==> config.mk <==
export PLATFORM = sky130hd
export DESIGN_NAME = data_mem_lsu
export DESIGN_NICKNAME = d
export VERILOG_FILES = /design/src/rtl/data_mem_lsu.sv
export SDC_FILE = /design/constraint.sdc
export NUM_CORES = 1
export LEC_CHECK = 0
export CELL_PAD_IN_SITES_DETAIL_PLACEMENT = 0
export CELL_PAD_IN_SITES_GLOBAL_PLACEMENT = 1
export CORE_ASPECT_RATIO = 1.2
export CORE_MARGIN = 2
export CORE_UTILIZATION = 34
export CTS_BUF_LIST = sky130_fd_sc_hd__clkbuf_8
export CTS_CLUSTER_SIZE = 20
export DETAILED_ROUTE_END_ITERATION = 12
export GPL_ROUTABILITY_DRIVEN = 0
export GPL_TIMING_DRIVEN = 0
export PLACE_DENSITY_LB_ADDON = 0.1
export SLEW_MARGIN = 20
export SYNTH_ARGS = -nofsm -noshare
export SYNTH_HDL_FRONTEND = slang
export SYNTH_SLANG_ARGS = --single-unit
==> constraint.sdc <==
create_clock -name clock -period 2.77 [get_ports clock]
set_input_delay 0.554 -clock clock [delete_from_list [all_inputs] [get_ports clock]]
set_output_delay 0.554 -clock clock [all_outputs]
set_load 0.01 [all_outputs]
==> src/rtl/data_mem_lsu.sv <==
// Load/store requester for the data memory: splits 32-bit accesses into two 16-bit word cycles.
// Optional feature ALIGN_CHECK_EN rejects odd-address 32-bit requests with rsp_err.
module data_mem_lsu #(
   parameter int ADDR_W = 9,
   parameter int DATA_W = 16
) (
   input  logic                  clock,
   input  logic                  reset,
   input  logic                  req_valid,
   output logic                  req_ready,
   input  logic                  req_write,
   input  logic                  req_size,
   input  logic [ADDR_W-1:0]     req_addr,
   input  logic [2*DATA_W-1:0]   req_wdata,
   output logic                  rsp_valid,
   input  logic                  rsp_ready,
   output logic [2*DATA_W-1:0]   rsp_rdata,
   output logic                  rsp_err,
   output logic [ADDR_W-1:0]     mem_rd_addr,
   input  logic [DATA_W-1:0]     mem_rd_data,
   output logic [ADDR_W-1:0]     mem_wr_addr,
   output logic [DATA_W-1:0]     mem_wr_data,
   output logic                  mem_wr_enable
);

   typedef enum logic [1:0] {IDLE, LO, HI, RESP} state_t;

   state_t              state_q;
   logic                write_q;
   logic                size_q;
   logic                wrEn_q;
   logic                rspValid_q;
   logic [ADDR_W-1:0]   memAddr_q;
   logic [DATA_W-1:0]   wrData_q;
   logic [DATA_W-1:0]   wdataHi_q;
   logic [2*DATA_W-1:0] rdata_q;
   logic                accept;
   logic                misaligned;

   assign req_ready = (state_q == IDLE);
   assign accept    = req_valid && req_ready;

`ifdef ALIGN_CHECK_EN
   logic err_q;
   assign misaligned = req_size && req_addr[0];
   assign rsp_err    = err_q;
`else
   assign misaligned = 1'b0;
   assign rsp_err    = 1'b0;
`endif

   assign rsp_valid     = rspValid_q;
   assign rsp_rdata     = rdata_q;
   assign mem_rd_addr   = memAddr_q;
   assign mem_wr_addr   = memAddr_q;
   assign mem_wr_data   = wrData_q;
   assign mem_wr_enable = wrEn_q;

   // Memory-side outputs are registered one state ahead, so the strobe and
   // address for LO/HI are already stable when the state is entered.
   always_ff @(posedge clock or negedge reset) begin
      if (!reset) begin
         state_q    <= IDLE;
         write_q    <= 1'b0;
         size_q     <= 1'b0;
         wrEn_q     <= 1'b0;
         rspValid_q <= 1'b0;
         memAddr_q  <= '0;
         wrData_q   <= '0;
         wdataHi_q  <= '0;
         rdata_q    <= '0;
`ifdef ALIGN_CHECK_EN
         err_q      <= 1'b0;
`endif
      end else begin
         case (state_q)
            IDLE: begin
               if (accept) begin
                  write_q   <= req_write;
                  size_q    <= req_size;
                  wdataHi_q <= req_wdata[2*DATA_W-1:DATA_W];
                  rdata_q   <= '0;
`ifdef ALIGN_CHECK_EN
                  err_q     <= misaligned;
`endif
                  if (misaligned) begin
                     state_q    <= RESP;
                     rspValid_q <= 1'b1;
                  end else begin
                     state_q   <= LO;
                     memAddr_q <= req_addr;
                     wrData_q  <= req_wdata[DATA_W-1:0];
                     wrEn_q    <= req_write;
                  end
               end
            end
            LO: begin
               if (!write_q) begin
                  rdata_q[DATA_W-1:0] <= mem_rd_data;
               end
               if (size_q) begin
                  state_q   <= HI;
                  memAddr_q <= memAddr_q + ADDR_W'(1);
                  wrData_q  <= wdataHi_q;
                  wrEn_q    <= write_q;
               end else begin
                  state_q    <= RESP;
                  wrEn_q     <= 1'b0;
                  rspValid_q <= 1'b1;
               end
            end
            HI: begin
               if (!write_q) begin
                  rdata_q[2*DATA_W-1:DATA_W] <= mem_rd_data;
               end
               state_q    <= RESP;
               wrEn_q     <= 1'b0;
               rspValid_q <= 1'b1;
            end
            RESP: begin
               if (rsp_ready) begin
                  state_q    <= IDLE;
                  rspValid_q <= 1'b0;
               end
            end
            default: begin
               state_q <= IDLE;
            end
         endcase
      end
   end

endmodule

==> After elaboration in Yosys (flattened, before gate mapping) <==
Cells that the tools add are included.
{ "word_totals": {"ff_bits": 79, "inputBits": 63, "output_inout_bits": 70} }
{ "op_classes": {"addsub": 1, "n_eq_ne": 9, "muxes": 20, "bitwise_logic": 1, "reduce_logical": 12} }
{ "ops": {"columns": ["operator", "n"], "rows": [
  ["case mux 16 bit (2 select lines)", 3],
  ["2-to-1 mux 16 bit", 3],
  ["2-to-1 mux 32 bit", 1],
  ["2-to-1 mux 9 bit", 2],
  ["case mux 9 bit (2 select lines)", 1],
  ["AND reduction 3 bit", 4],
  ["!= test 2 bit, second input constant", 5],
  ["adder 9 x 1 -> 9 bit, second input constant", 1],
  ["case mux 2 bit (4 select lines)", 1],
  ["case mux 1 bit (3 select lines)", 2],
  ["AND reduction 2 bit", 3],
  ["2-to-1 mux 1 bit", 5],
  ["== test 2 bit, second input constant", 2],
  ["2-to-1 mux 2 bit", 2],
  ["nonzero test 2 bit", 2],
  ["nonzero test 3 bit", 1],
  ["== test 2 x 1 -> 1 bit, second input constant", 1],
  ["logical NOT 2 bit", 1],
  ["!= test 2 x 1 -> 1 bit, second input constant", 1],
  ["logical AND 1 bit", 1],
  ["inverter 1 bit", 1]
]} }

==> Longest topological paths before layout <==
Gate-level depths: netlist of run 1.
{ "depth": {"word_depth": 4, "depth_mapped": 8, "ltp_nobuf": 6} }

==> Worst setup path before layout of run 1 <==
OpenSTA, ideal clock, no wires.
{ "synth_timing": {"path_type": "flip-flop to flip-flop", "from": "reg state_q[0]", "to": "reg memAddr_q[2], in the netlist mem_rd_addr[2]", "setup_ns": 0.126, "arrival_ns": 1.975, "slack_ns": 0.669, "stages_incl_launch_ff": 8, "n_path_buf": 2, "path_cell_list": "dfrtp_1 > inv_1 > ha_1 > nor2b_1 > or3_1 > clkbuf_2 > clkbuf_1 > a221o_1"} }
{ "synth_between": {"elab_chain_len": 4, "elab_cells_between_ends": 8, "classes_between": "eq/ne (3); mux (1); reduce/logical (4)"} }
{ "synth_rtl": {"columns": ["element", "line_no", "rtl"], "rows": [
  ["start, declared", "28", "state_t state_q;"],
  ["start signal, assigned", "63", "state_q <= IDLE;"],
  ["start signal, assigned", "87", "state_q <= RESP;"],
  ["start signal, assigned", "90", "state_q <= LO;"],
  ["logical NOT 2 bit (*)", "40", "assign req_ready = (state_q == IDLE);"],
  ["net req_ready", "10", "output logic req_ready,"],
  ["logical AND 1 bit", "41", "assign accept = req_valid && req_ready;"],
  ["!= test 2 x 1 -> 1 bit (no line)", null, null],
  ["AND reduction 3 bit (no line)", null, null],
  ["end signal, assigned", "91", "memAddr_q <= req_addr;"],
  ["end signal, assigned", "103", "memAddr_q <= memAddr_q + ADDR_W'(1);"],
  ["end, declared", "33", "logic [ADDR_W-1:0] memAddr_q;"]
]} }
The timed path passes the listed nets; every way through them passes the cells marked *.
A chain may end at the register's enable or synchronous reset.

==> Worst setup path after layout of run 1 <==
{ "layout_timing": {"from": "reg state_q[0]", "to": "reg memAddr_q[5], in the netlist mem_rd_addr[5]"} }
{ "layout_between": {"elab_chain_len": 4, "elab_cells_between_ends": 8, "classes_between": "eq/ne (3); mux (1); reduce/logical (4)"} }
{ "layout_rtl": {"columns": ["element", "line_no"], "rows": [
  ["logical NOT 2 bit", "40, 76"],
  ["logical AND 1 bit", "41"],
  ["!= test 2 x 1 -> 1 bit (no line)", null],
  ["AND reduction 3 bit (no line)", null]
]} }
Parallel ways exist; a longest one is shown, timed or not.

==> results.md, run 1 <==
* Status: complete, no violations
* PD cells at 1140 mW/mm²
* Share of power burned in combinational logic at 53.3%
* Initial DRC Count at 146
* Vias in the first global route at 3063
* Max_slew headroom at 46.5%
* Setup Buffers After CTS at 0
* Clk_lat worst skew at 0.34 ns
* Sw Share at 39.8%
* Cells along the critical path: inv_1 > ha_1 > nor2b_1 > or3_1 > clkbuf_2 > clkbuf_1 > a21oi_1 > o22a_1
* Total CTS buffers at 9
* Cells after synthesis at 364
* # resized after CTS at 0
* Final setup violation count at 0
* Most numerous cell in the Yosys netlist: nand2_1
* Ys flop type: dfrtp_1
* Vias after detailed routing at 3075
* Post-Syn Area at 0.00362 mm²
* Die area at 0.0115 mm²
* # clock sinks at 79
* Core Box Area at 0.0105 mm²
* Drt drc at 0
* Syn avg cell area at 9.96 µm²
* Final ANT Viol Nets at 0
* Worst Tran Pin Value at 0.802 ns
* Clock skew at 0.00377 ns
* Max stage delay on crit path at 0.46 ns
* HP Class: in2async
* Netlist cell types at 38
* Synth async-reset ratio at 100%
* Max Clk Rate at 417 MHz
* Final Max Slew Viols at 0
* Antenna violations before repair at 0
* Max-cap violations at 0
* Crit. End Element: flop
* I/O Buffers at 131
* Synthesized Nets at 433
* Layout Cells excl Fill at 640
* Share of cells above drive strength 1 at 8.61%
* Fin nets at 576
* CTS clock-pin slew for the worst setup and hold paths at 0.08 ns
* Fill count at 1036
* Flops & latches, synth at 79
* Design Power at 6040 µW
* I/O pin count at 133
* CTS tree: done
* Final wirelength at 9680 µm
* Max Root-Sink Buffers at 2
* Synthesis warning total at 0
* Cell taking the most area after synthesis: dfrtp_1
* Seq/Total Area, Yosys at 54.5%
* Pre-antenna DRT Iters at 5
* Yosys top cell area share at 54.5%
* Site Rows at 41
* GRT overflow at 0
* Period utilization at 86.6%
* Area growth syn-to-layout at 45.7%
* Clock power frac at 12.0%
* Largest net degree at the start of global routing at 54
* Post-DR vias/cell at 4.80
* Final Hold Viols at 0
* P_int at 3630 µW
* Crit path time final at 2.40 ns
* Synth area leaders: dfrtp_1, nand2_1, mux2_2
* WS Path Type: reg2reg
* Worst-path fanout max at 10
* First-pass GRT wire length at 15400 µm
* # placed instances at 625
* Setup crit start kind: flop
* RSZ-0062 raised after global routing: false
* Worst endpoint required time at 3.01 ns
* DP HPWL at 7020 µm
* Register share of total power at 34.7%
* Gr usage total at 17.1%
* Leakage power at 0.00224 µW
* Root buffer cell: clkbuf_8
* Die X at 98.3 µm
* Post-synth EDFFs at 0
* Sw power at 2410 µW
* Initial Utilization at 34.6%
* Hold_buf cts at 0
* Wire per inst at 15.1 µm
* CTS HTree Levels at 3
* Max VDD drop at 467 µV
* Worst path arrival time at 2.63 ns
* Slowest CP cell: dfrtp_1
* Die H at 117 µm
* Antenna cells at 0
* Top post-synthesis cells by count: nand2_1, dfrtp_1, o21ai_0
## per-stage QoR
stage	instance area [µm²]	util, %	TNS (ns)	hold WS [ns]	worst slack [ns]
after detailed placement	5120	48.9	0	0.470	0.176
after floorplan	3620	-	0	0.258	0.669
after CTS	5280	50.5	0	0.118	0.352
final	5280	50.5	0	0.129	0.371
after global placement	5100	48.7	-146.29	0.461	-1.86
after global routing	5280	50.5	0	0.143	0.111
## flip-flops by register name, indices dropped and copies added, names as in the netlist
name / cells
write_q: 1
rsp_valid: 1
mem_wr_enable: 1
rsp_rdata: 32
state_q: 2
mem_rd_addr: 9
wdataHi_q: 16
mem_wr_data: 16
size_q: 1
## path summary, 6_finish.rpt
check / from / endpoint / slack, ns / cells past startpoint
hold / removal: reset / rsp_rdata[28] / 0.13 / 1
min in group clock: rsp_rdata[20] / rsp_rdata[20] / 0.48 / 2
max in group asynchronous: reset / wdataHi_q[7] / 2.05 / 2
setup / recovery: state_q[0] / mem_rd_addr[5] / 0.37 / 8
setup reg to reg: state_q[0] / mem_rd_addr[5] / 0.37 / 8
hold reg to reg: rsp_rdata[20] / rsp_rdata[20] / 0.48 / 2
## power groups by stage
stage | clock, µW | combinational [µW] | sequential (µW)
3_3_place_gp | 0 | 3230 | 2100
5_1_grt | 795 | 3570 | 2180
2_1_floorplan | 0 | 1610 | 2210
6_report | 727 | 3220 | 2100
3_5_place_dp | 0 | 3270 | 2120
4_1_cts | 758 | 3280 | 2100
## routing by layer
| metal | share of wire [%] | up-vias | GRT usage (%) |
|---|---|---|---|
| li1 | - | 1520 | - |
| met5 | 0 | - | 0 |
| met2 | 48 | 98 | 28.9 |
| met3 | 7.0 | 8 | 4.69 |
| met4 | 1.1 | 0 | 6.85 |
| met1 | 44 | 1449 | 21.0 |
## cell usage in the layout (no fill, tap or decap), drive strengths merged, types with 2 or more instances in the layout
master         Yosys  final
o22ai              3      3
clkbuf            20     30
mux2i             19     19
dfrtp             79     79
ha                 6      6
buf               12     14
a41oi              2      2
nand2b             5      5
a221o              2      2
nand4              2      2
nor3               2      2
a21oi              4      4
o21ai             54     54
nand2             89     89
nor2               6      6
o22a               3      3
clkdlybuf4s50      0    130
a311oi             2      2
nand3              7      7
nor2b              5      5
o31ai              3      3
mux2              19     19
inv                8     12
## area by class of cell
cell class                      instances  area (µm²)  area share [%]
Tap cell                              129         161            3.06
Clock buffer                           10         138            2.61
Timing Repair Buffer                  132        1340            25.3
Buffer                                 32         160            3.03
Multi-Input combinational cell        245        1460            27.6
Inverter                                8        30.0           0.569
Clock inverter                          5        20.0           0.379
Sequential cell                        79        1980            37.4
## critical path, delay by kind of cell, from the launching register on
kind	cells	cell delay (ns)
flip-flops	1	0.46
AO/OA/AOI/OAI	2	0.30
buffers and inverters	3	0.66
adder cells (fa/ha/maj)	1	0.30
AND/OR/NAND/NOR	2	0.57
## cell families after synthesis
group	after synthesis	share of synthesized area (%)
DFF	79	54.5
muxes	38	11.1
AOI/OAI and AO/OA	78	12.5
buffers and inverters	40	5.25
and+or+nand+nor	122	14.4
adders and majority gates	6	2.07
other	1	0.103
No activity file was read; power rests on OpenSTA's default activity.
==> inputs of run 2 (changes only) <==
- CAP_MARGIN: default -> 20
==> results of run 2 <==
Same layout as run 1: the final DEF is identical, and so are final timing and power.
==> inputs of run 3 (changes only) <==
- CTS_CLUSTER_DIAMETER: default -> 100
==> results of run 3 <==
Same layout as run 1: the final DEF is identical, and so are final timing and power.
==> edit 1 (config.mk and constraints of run 3) <==
`DATA_W`: 16 -> 32.
--- a/src/rtl/data_mem_lsu.sv
+++ b/src/rtl/data_mem_lsu.sv
@@ -2,7 +2,7 @@
 // Optional feature ALIGN_CHECK_EN rejects odd-address 32-bit requests with rsp_err.
 module data_mem_lsu #(
    parameter int ADDR_W = 9,
-   parameter int DATA_W = 16
+   parameter int DATA_W = 32
 ) (
    input  logic                  clock,
    input  logic                  reset,
Interface: changed (resized mem_rd_data, mem_wr_data, req_wdata and rsp_rdata); port bits go from 133 to 229. No check against the original RTL was run, so the function may have changed too.
==> edit 1 against run 3 <==
  * Design area up 75%
  * Final cell count up 70%
  * Wire length up 83%
  * Register-to-register slack better by 0.37 ns
  * Worst setup slack better by 0.046 ns
  * Sequential share of layout area up 1.3 points
  * Power up 83%
  * Die area up 70%
  * Sequential power up 77%
  * Combinational power up 80%
  * Area after synthesis up 73%
  * Sequential cell count up 64
  * Utilization up 0.34 points
  * Non-clock buffer count up 113
==> edit 1: results (changes against run 3) <==
r2r setup slk 0.74 ns (+0.37 ns); multi-input gate count 408 (+67%); syn avg cell area 10.36 sq um (+4.0%); routing usage on met2 32.16% (+3.3 points); post-detail-place hpwl 13240 microns (+89%); sequential share of cell area 38.76% (+1.3 points); layout buffering overhead excluding clock cells 28.35% (about the same); # Taps 224 (+74%); port bufs 227 (+73%); worst-margin pin slew 0.5794 ns (-0.2226 ns); TritonCTS Buffers 17 (+8); cells on worst reg2reg path 6 (-2); Cell Pwr Density 1196 nW/um^2 (+4.6%); fill cell count 1709 (+65%); DRT iter0 DRCs 217 (+49%); slowest CP cell clkdlybuf4s50_1; grt met3 use 6.055% (+1.4 points); clock-cell share of area 3.890% (+0.90 points); number of global-route vias before repair 5616 (+83%); fin cells 1090 (+70%); P_leak 3.885 nW (+73%); Reg power frac 33.7% (-1.0 points); layout cells sized above 1 13.51% (+4.9 points); largest net degree at the start of global routing 74 (+37%); clock latency on the worst-skew pair 0.43 ns (+0.09 ns); Critical Path AT 1.80 ns (-0.83 ns); total global-route track usage 18.70% (+1.6 points); Mapped Nets 724 (+67%); commonest cells in the netlist dfrtp_1, nand2_1, nor2_1; DRT Pass-1 Iters 4 (-1); top cells by area, synth dfrtp_1, nand2_1, mux2_2, mux2i_1, o21ai_1; met3 wire length 1268 microns (+88%); status complete, no violations; wire length on met2 8812 microns (+88%); vias after detailed routing 5244 (+71%); Layout Utilization 50.79% (+0.34 points); flip-flop count of the largest register after layout 64 (+100%); first-pass GRT wire length 28970 microns (+88%); H-tree levels 4 (+1)
## edit 1: worst min-delay path by stage
stage | startpoint | to | cells past startpoint
final | reset | rsp_rdata[57] | 1
after CTS | reset | rsp_rdata[57] | 1
after detailed placement | rsp_rdata[1] | rsp_rdata[1] | 2
after global routing | reset | rsp_rdata[57] | 1
after global placement | rsp_rdata[2] | rsp_rdata[2] | 2
after floorplan | reset | mem_rd_addr[0] | 0
## edit 1: logic make-up (layout without fill, tap and decap cells)
| family | Yosys count | count (layout) | share of synthesized area, % |
|---|---|---|---|
| other cells | 1 | 1 | 0.05964 |
| flops | 143 | 143 | 56.92 |
| simple gates | 211 | 211 | 14.11 |
| fa+ha+maj | 6 | 6 | 1.194 |
| buf+inv | 56 | 315 | 5.393 |
| compound gates | 121 | 121 | 10.65 |
| mux | 69 | 69 | 11.68 |
==> edit 2 (flow settings as in run 3) <==
Made on the original files. The 4 states of `state_t` get a one-hot encoding in 4 bits.
--- a/src/rtl/data_mem_lsu.sv
+++ b/src/rtl/data_mem_lsu.sv
@@ -23,7 +23,7 @@
    output logic                  mem_wr_enable
 );
 
-   typedef enum logic [1:0] {IDLE, LO, HI, RESP} state_t;
+   typedef enum logic [3:0] {IDLE = 4'b0001, LO = 4'b0010, HI = 4'b0100, RESP = 4'b1000} state_t;
 
    state_t              state_q;
    logic                write_q;
Behaviour: no difference found for any inputs over 10 cycles, from zero or initial values and one cycle with reset low; not proved beyond that.
==> edit 2 against run 3 <==
  * Count of clock-buffer cells in the layout is 1 higher
  * Design area is 3.3% higher
  * Worst hold slack better by 0.051 ns
  * Final cell count is 5.3% lower
  * Worst setup slack worse by 0.055 ns
  * Wire length is 0.55% higher
  * Power is 13% lower
  * Area after synthesis is 3.6% higher
  * Maximum frequency is 2.2% lower
  * Critical endpoint is now req_ready
  * Largest power group unchanged
  * Sequential share of layout area is 0.24 points lower
  * Sequential cell count is 2 higher
==> edit 2: results (changes against run 3) <==
status complete, no violations; peak supply drop 0.3797 mV (-19%); Critical Path AT 1.90 ns (-0.73 ns); DRT iter0 DRCs 75 (-49%); P_leak 2.267 nW (+1.0%); Synth Area in Compound Gates 14.90% (+2.4 points); routing usage on met2 26.69% (-2.2 points); met3 wire length 622 microns (-7.6%); Seq. pwr 1.95 mW (-7%); cell total after placement 590 (-5.6%); nets 533 (-7.5%); Reg power frac 36.8% (+2.1 points); wire length on met2 4665 microns (-0.24%); vias after detailed routing 2940 (-4.4%); total global-route track usage 17.15% (+0.052 points); grt met3 use 4.636% (-0.055 points); detailed-route vias per instance 4.851 (+0.97%); Mapped Cells 326 (-10%); commonest cells in the netlist dfrtp_1, nand2_1, o21ai_1; Metal-1 WL 4274 microns (+1.1%); largest net degree at the start of global routing 43 (-20%); first-pass GRT wire length 15790 microns (+2.4%); top cells by area, synth dfrtp_1, mux2i_1, nand2_1, a22o_1, buf_4; internal power 3.491 mW (-4.0%); Clk pwr share 17.2% (+5.2 points); post-synth cell types 46 (+21%); DRT Pass-1 Iters 4 (-1); post-detail-place hpwl 6825 microns (-2.8%); worst-margin pin slew 0.6009 ns (-0.2010 ns); placed cell area 5248 sq um (+2.4%); layout cells sized above 1 19.62% (+11 points); grt met1 use 22.24% (+1.3 points); XOR/XNOR Fraction of Synth Area 0.2333% (+0.23 points); proportion of synthesized area in mux cells 10.80% (-0.35 points)
edit 2: changes by cell type after synthesis, moves of 9 or more:
cell | run 3 | this run
a21oi_1 | 4 | 21
a21oi_2 | 0 | 10
a22o_1 | 1 | 16
clkbuf_1 | 19 | 1
mux2_2 | 19 | 8
mux2_4 | 0 | 9
nand2_1 | 89 | 46
nand2_2 | 0 | 10
o21ai_0 | 37 | 4
edit 2: final timing paths:
check                               start         endpoint  slack [ns]  depth (start not counted)
min                                 reset  mem_wr_data[12]        0.18                          1
max in group asynchronous           reset       state_q[0]        1.90                          2
max reg2reg                    state_q[0]  mem_wr_data[12]        0.89                          5
min in group clock         mem_wr_data[0]   mem_wr_data[0]        0.49                          2
min reg2reg                mem_wr_data[0]   mem_wr_data[0]        0.49                          2
max                            state_q[0]        req_ready        0.32                          3
edit 2: layout make-up:
type / count / area, sq um / area share [%]
repair buffers: 132 / 1329 / 24.37
clock inverters: 5 / 53.80 / 0.9867
clock buffers: 11 / 151.4 / 2.776
well taps: 132 / 165.2 / 3.029
inverters: 2 / 7.507 / 0.1377
plain buffers: 32 / 250.2 / 4.589
flip-flops and latches: 81 / 2028 / 37.20
multi-input cells: 211 / 1468 / 26.92
edit 2: stage by stage:
step	hold slack (ns)	setup WS (ns)	setup TNS (ns)
6_report	0.1803	0.3167	0
2_1_floorplan	0.2584	1.056	0
3_3_place_gp	0.4638	-1.952	-156.47
4_1_cts	0.1885	0.2713	0
3_5_place_dp	0.4735	0.4765	0
5_1_grt	0.2079	0.2072	0
edit 2: worst max-delay path, stage by stage (launching register included):
cell and delay, ns:
dfstp_2 0.57, buf_6 0.14, nor4b_1 0.25, clkdlybuf4s50_1 0.59
